### src/rtl/counter_pkg.sv
// rtl/counter_pkg.sv - shared widths, reset value and count type for counter_practice
package counter_pkg;

  localparam int unsigned COUNTER_WIDTH     = 4;
  localparam int unsigned COUNTER_RESET_VAL = 0;

  typedef logic [COUNTER_WIDTH-1:0] count_t;

endpackage : counter_pkg

### src/rtl/counter_practice.sv
// rtl/counter_practice.sv - free-running modulo-2**WIDTH up-counter, synchronous reset
// rst_n keeps its legacy name but is active-high: the counter reloads while rst_n = 1.
module counter_practice
  import counter_pkg::*;
#(
  parameter int unsigned WIDTH     = COUNTER_WIDTH,
  parameter int unsigned RESET_VAL = COUNTER_RESET_VAL,
  parameter int unsigned STEP      = 1
) (
  input  logic             clk,
  input  logic             rst_n,
  output logic [WIDTH-1:0] out
);

  localparam logic [WIDTH-1:0] RESET_W = WIDTH'(RESET_VAL);
  localparam logic [WIDTH-1:0] STEP_W  = WIDTH'(STEP);

  if (RESET_VAL >= (2 ** WIDTH)) begin : g_bad_reset_val
    $error("counter_practice: RESET_VAL does not fit in WIDTH bits");
  end
  if (STEP >= (2 ** WIDTH)) begin : g_bad_step
    $error("counter_practice: STEP must be below 2**WIDTH");
  end

  logic [WIDTH-1:0] r_cnt;

  // Truncating add gives the wrap with no flag or stall.
  always_ff @(posedge clk) begin
    if (rst_n) begin
      r_cnt <= RESET_W;
    end else begin
      r_cnt <= r_cnt + STEP_W;
    end
  end

  assign out = r_cnt;

  a_reset_load : assert property (@(posedge clk) rst_n |=> (out == RESET_W));

  a_step : assert property (@(posedge clk)
    (!rst_n && !$isunknown(out)) |=> (out == WIDTH'($past(out) + STEP_W)));

endmodule : counter_practice

### config.mk
export PLATFORM = sky130hd
export DESIGN_NAME = counter_practice
export DESIGN_NICKNAME = d
export VERILOG_FILES = /design/src/rtl/counter_pkg.sv /design/src/rtl/counter_practice.sv
export SDC_FILE = /design/constraint.sdc
export NUM_CORES = 1
export LEC_CHECK = 0
export BUFFER_PORTS_ARGS = -buffer_cell sky130_fd_sc_hd__buf_4
export CAP_MARGIN = 10
export CORE_AREA = 2 2 39 41
export DETAILED_ROUTE_END_ITERATION = 16
export DIE_AREA = 0 0 41 43
export HOLD_SLACK_MARGIN = 0.02
export SYNTH_ARGS = -nofsm -noshare
export SYNTH_HDL_FRONTEND = slang
export SYNTH_SLANG_ARGS = --single-unit
export TNS_END_PERCENT = 100
### constraint.sdc
create_clock -name clk -period 1 [get_ports clk]
set_input_delay 0.2 -clock clk [delete_from_list [all_inputs] [get_ports clk]]
set_output_delay 0.2 -clock clk [all_outputs]
set_load 0.02 [all_outputs]
==> results.rst, run 1 <==
.. list-table::
   :header-rows: 1

   * - Metric
     - Value
   * - Status
     - complete, no violations
   * - Wire length of the first global-routing pass
     - approximately 400 microns
   * - Number of placed instances with taps included
     - 34
   * - ANT cells
     - 0
   * - CTS root buffer
     - clkbuf_4
   * - Max VDD drop
     - roughly 0.28 mV
   * - Die Ht
     - roughly 43 microns
   * - Post-Route Setup TNS
     - 0 ps
   * - Antenna violations before repair
     - 0
   * - Reported max-cap violation count
     - 0
   * - Slew at the pin closest to its max-slew limit
     - between 100 and 150 ps
   * - Area added between synthesis and finish
     - 56.0%
   * - Number of hold buffers added after CTS
     - 0
   * - Number of remaining DRC errors
     - 0
   * - Number of placement rows
     - 14
   * - Count of H-tree levels built during CTS
     - 1
   * - Setup clock skew after layout
     - approximately 4.8 ps
   * - Antenna-violating nets left
     - 0
   * - Critical path required time
     - 800 ps
   * - Setup-violating endpoint count in the final report
     - 0
   * - Share of post-route cells with drive strength above 1
     - 0.476
   * - Syn_area_per_cell
     - roughly 11 sq um
   * - Startpoint type of the worst setup path
     - flip-flop
   * - Clock tree from TritonCTS
     - yes
   * - Launch point of the worst hold path
     - rst_n
   * - Total via count in the routed design
     - approximately 110
   * - Worst-case register-to-register setup slack
     - approximately 120 ps
   * - Finished layout cell area
     - about 230 sq um
   * - Critical-path cell list
     - buf_4
   * - Post-CTS clock slew at the launch and capture registers of the worst setup and hold paths
     - approximately 40 ps
   * - Post-DP Area
     - 204 sq um
   * - Yosys Warn Count
     - 0
   * - Critical-path top delay cell
     - dfxtp_1
   * - Total Routed Length
     - approximately 260 microns
   * - Count of state elements after synthesis
     - 4
   * - Worst setup EP type
     - primary output
   * - Static Leak
     - about 0.00010 uW
   * - Total count of hold-check failures in the final report
     - 0
   * - Number of global-route vias before repair
     - roughly 100
   * - GPL Wtd Cong
     - 0.505
   * - Gate count after technology mapping
     - 13
   * - Final Non-Filler Cells
     - 37
   * - Max transition margin
     - 0.924
   * - Total power divided by cell area
     - roughly 1900 nW/um^2
   * - Fin nets
     - 26
   * - Count of boundary I/O pins
     - 6
   * - Critical register-to-register path startpoint
     - out[2]
   * - # fillers
     - around 150
   * - RSZ-0062 raised after global routing
     - no
   * - Largest stage delay on the critical path
     - 360 ps
   * - Count of cells resized by post-cts repair
     - 0
   * - Number of distinct library cell variants in the gate-level netlist after synthesis
     - 7
   * - Total of buffers placed on input and output ports
     - 5
   * - Largest net degree at the start of global routing
     - 6
   * - Post-CTS setup buffer count
     - 0
   * - Syn Std Cell Area
     - 145 sq um
   * - Critical path type
     - reg2out
   * - Period utilisation layout
     - 0.940
   * - Number of flip-flops under the largest register name
     - 4
   * - Initial DRC Count
     - 2
   * - Clock latency on the worst-skew pair
     - roughly 230 ps
   * - Number of pins exceeding their max-slew limit in the final report
     - 0
   * - Die Outline Area
     - approximately 1800 sq um
   * - Final Hold Slack
     - approximately 160 ps
   * - Post-layout minimum cycle time
     - between 900 and 1000 ps
   * - Width of the chip
     - roughly 41 microns
   * - Logic depth of the worst register-to-register path
     - 2
   * - Count of clock tree sinks
     - 4
   * - Area inside the core boundary
     - around 1400 sq um
   * - 1st-pass router iterations
     - 2
   * - Number of CTS-inserted buffers
     - 3
   * - Maximum frequency from static timing analysis
     - ~1100 MHz
   * - Initial core utilization
     - 0.105
   * - Crit path buffers/inverters
     - 1
   * - Synth Net Count
     - 16
   * - Total global routing overflow
     - 0
   * - Pwr Total
     - 423 uW
   * - Worst hold stages
     - 2
   * - Bufs on Longest Clock Path
     - 2
   * - Critical Path Fanout Max
     - 3
   * - Overall track demand over capacity in global routing
     - 0.0471
   * - Routed len/inst
     - roughly 7 microns
   * - Arr. time, crit path
     - ~740 ps
   * - Critical path's top delay family
     - flip-flops
   * - Endpoint of the lowest-slack register-to-register path
     - out[3]
   * - Sequential element share of the synthesized area
     - 0.552
   * - Via count normalized by instance count
     - 3.05
   * - Hold Crit Class
     - in2reg
   * - Destination of the worst hold path
     - out[0]
==> final cells by class <==
type | count | area (sq um) | share of cell area
flip-flops and latches | 4 | 81.3 | 0.359
multi-input cells | 9 | 65.1 | 0.287
clock buffers | 3 | 22.5 | 0.0994
well taps | 16 | 20.0 | 0.0884
repair buffers | 5 | 37.5 | 0.166
==> kinds of logic (layout without fill, tap and decap cells) <==
family                     after synthesis  count (layout)  synth area share
buffers and inverters                    0               8                 0
xor gates and xnor gates                 1               1            0.0604
adders and majority gates                1               1            0.0862
muxes                                    1               1             0.103
and+or+nand+nor                          6               6             0.198
DFF                                      4               4             0.552
==> cell usage after synthesis <==
library cell  count  area share
nor2b_1           2       0.086
mux2_4            1        0.10
dfxtp_1           4        0.55
nand3_1           1       0.034
xnor2_1           1       0.060
nor2_1            3       0.078
ha_1              1       0.086
==> per-stage QoR <==
step                 util  worst slack, ps
CTS                 0.164             46.4
global route        0.164             15.4
global placement    0.147              129
finish              0.164             60.0
floorplan               -             3.20
detailed placement  0.147              109
==> where the power goes <==
group | switching [uW] | internal, uW
Combinational | 24.6 | 24.4
Clock | 59.8 | 134
Sequential | 8.73 | 172
Total | 93.1 | 330
==> worst max-delay path by stage <==
stage            from     end  slack, ps  cells past startpoint
3_5_place_dp   out[2]  out[3]        110                      2
6_report       out[2]  out[2]         60                      1
2_1_floorplan  out[2]  out[3]          3                      2
4_1_cts        out[2]  out[2]         50                      1
3_3_place_gp   out[2]  out[3]        130                      2
5_1_grt        out[2]  out[2]         20                      1
==> layout by cell type, fill, tap and decap left out <==
master | netlist | final
mux2_4 | 1 | 1
nor2_1 | 3 | 3
clkbuf_4 | 0 | 3
dfxtp_2 | 0 | 1
xnor2_1 | 1 | 1
nor2b_1 | 2 | 2
ha_1 | 1 | 1
dfxtp_1 | 4 | 3
buf_4 | 0 | 5
nand3_1 | 1 | 1
==> routing by layer <==
layer  GRT usage  wire length [microns]
met3      0.0785                     41
met1      0.0351                    114
met5           0                      0
met2      0.0375                    101
met4      0.0600                      0
Power figures use the tool's default switching activity.
==> run 2: changes to the inputs <==
--- a/config.mk
+++ b/config.mk
@@ -10,7 +10,8 @@
 export CORE_AREA = 2 2 39 41
 export DETAILED_ROUTE_END_ITERATION = 16
 export DIE_AREA = 0 0 41 43
-export HOLD_SLACK_MARGIN = 0.02
+export GPL_TIMING_DRIVEN = 0
+export HOLD_SLACK_MARGIN = 0.03
 export SYNTH_ARGS = -nofsm -noshare
 export SYNTH_HDL_FRONTEND = slang
 export SYNTH_SLANG_ARGS = --single-unit
==> run 2 against run 1 <==
Setup slack got worse by 11 ps. Critical path depth stayed put. Total power increased by 1.3%.
==> results.rst, run 2 (synthesized netlist as in run 1, its figures left out) <==
.. list-table::
   :header-rows: 1

   * - Metric
     - Value
   * - Status
     - complete, no violations
   * - Area added between synthesis and finish
     - 56.0%
   * - ANT cells
     - 0
   * - CTS root buffer
     - clkbuf_4
   * - Antenna-violating nets left
     - 0
   * - Largest stage delay on the critical path
     - about 360 ps
   * - Hold Crit Class
     - in2reg
   * - Count of boundary I/O pins
     - 6
   * - Worst setup EP type
     - primary output
   * - Number of remaining DRC errors
     - 0
   * - Slew at the pin closest to its max-slew limit
     - about 120 ps
   * - Largest net degree at the start of global routing
     - 6
   * - Critical-path cell list
     - buf_4
   * - Period utilisation layout
     - 0.951
   * - Total via count in the routed design
     - between 100 and 150
   * - Width of the chip
     - ~41 microns
   * - Total Routed Length
     - 288 microns
   * - Count of clock tree sinks
     - 4
   * - Startpoint type of the worst setup path
     - flip-flop
   * - Die Outline Area
     - 1760 sq um
   * - Number of hold buffers added after CTS
     - 0
   * - Via count normalized by instance count
     - roughly 3.4
   * - Critical Path Fanout Max
     - 3
   * - 1st-pass router iterations
     - 1
   * - Total of buffers placed on input and output ports
     - 5
   * - Count of cells resized by post-cts repair
     - 0
   * - Setup-violating endpoint count in the final report
     - 0
   * - Wire length of the first global-routing pass
     - 379 microns
   * - Number of global-route vias before repair
     - approximately 120
   * - RSZ-0062 raised after global routing
     - no
   * - Number of pins exceeding their max-slew limit in the final report
     - 0
   * - Routed len/inst
     - 7.78 microns
   * - Critical path type
     - reg2out
   * - Overall track demand over capacity in global routing
     - 0.0440
   * - Number of flip-flops under the largest register name
     - 4
   * - Post-Route Setup TNS
     - 0 ps
   * - Bufs on Longest Clock Path
     - 2
   * - Final Non-Filler Cells
     - 37
   * - Total power divided by cell area
     - between 1500 and 2000 nW/um^2
   * - Total count of hold-check failures in the final report
     - 0
   * - Maximum frequency from static timing analysis
     - roughly 1100 MHz
   * - Initial core utilization
     - 0.105
   * - GPL Wtd Cong
     - a little over 0.5
   * - Clock latency on the worst-skew pair
     - between 200 and 250 ps
   * - Critical-path top delay cell
     - dfxtp_1
   * - Reported max-cap violation count
     - 0
   * - Post-CTS clock slew at the launch and capture registers of the worst setup and hold paths
     - ~40 ps
   * - Setup clock skew after layout
     - ~1.4 ps
   * - Post-layout minimum cycle time
     - ~950 ps
   * - Max VDD drop
     - around 0.21 mV
   * - Arr. time, crit path
     - 750 ps
   * - Most common cell after layout, fill and taps aside
     - buf_4
   * - Area inside the core boundary
     - approximately 1400 sq um
   * - Antenna violations before repair
     - 0
   * - Count of H-tree levels built during CTS
     - 1
   * - Total global routing overflow
     - 0
   * - Post-DP Area
     - approximately 200 sq um
   * - Critical path's top delay family
     - flip-flops
   * - Number of placed instances with taps included
     - 34
   * - Max transition margin
     - 0.922
   * - Die Ht
     - approximately 43 microns
   * - Crit path buffers/inverters
     - 1
   * - Critical path required time
     - approximately 800 ps
   * - Share of post-route cells with drive strength above 1
     - 0.476
   * - Fin nets
     - 26
   * - Finished layout cell area
     - around 230 sq um
   * - Number of CTS-inserted buffers
     - 3
   * - Commonest cells after routing, fill and taps aside
     - buf_4, nor2_1, clkbuf_4, dfxtp_1, nor2b_1
   * - Initial DRC Count
     - 0
   * - Static Leak
     - between 0.0001 and 0.00015 uW
   * - Clock tree from TritonCTS
     - yes
   * - Post-CTS setup buffer count
     - 0
   * - Number of placement rows
     - 14
[run 2: cell counts in the layout (fill, tap and decap cells not counted)]
No cell type changed its count.
[run 2: power by group]
part / switching, uW / internal, uW / total [uW] / leakage, uW
logic: 24.3 / 24.4 / 48.7 / 0.0000567
clock network: 65.1 / 134 / 199 / 0.0000138
registers: 8.94 / 172 / 180 / 0.0000331
total: 98.3 / 330 / 428 / 0.000104
[run 2: cell type report]
class,instances,area (sq um)
well taps,16,20.0
flip-flops and latches,4,81.3
clock buffers,3,22.5
repair buffers,5,37.5
fillers,157,1160
multi-input cells,9,65.1
[run 2: path summary, 6_finish.rpt]
kind / end / slack [ps] / cells past startpoint / startpoint
setup / recovery: out[2] / 50 / 1 / out[2]
hold / removal: out[0] / 150 / 2 / rst_n
setup reg to reg: out[3] / 100 / 2 / out[2]
hold reg to reg: out[0] / 430 / 1 / out[0]
[run 2: metal layers]
layer,global-route usage,vias to the layer above,share of wire
met5,0,-,0
met4,0.0600,0,0
met3,0.0628,0,0.15
met2,0.0500,5,0.49
li1,-,59,-
met1,0.0223,60,0.36
[run 2: metrics by stage]
step / total power, uW / util / hold WS (ps) / setup WS [ps]
after global placement: 231 / 0.147 / 391 / 129
final: 428 / 0.164 / 153 / 48.9
after floorplan: 208 / - / 259 / 3.20
after global routing: 461 / 0.164 / 151 / 6.98
after CTS: 449 / 0.164 / 142 / 23.0
after detailed placement: 233 / 0.147 / 392 / 92.1
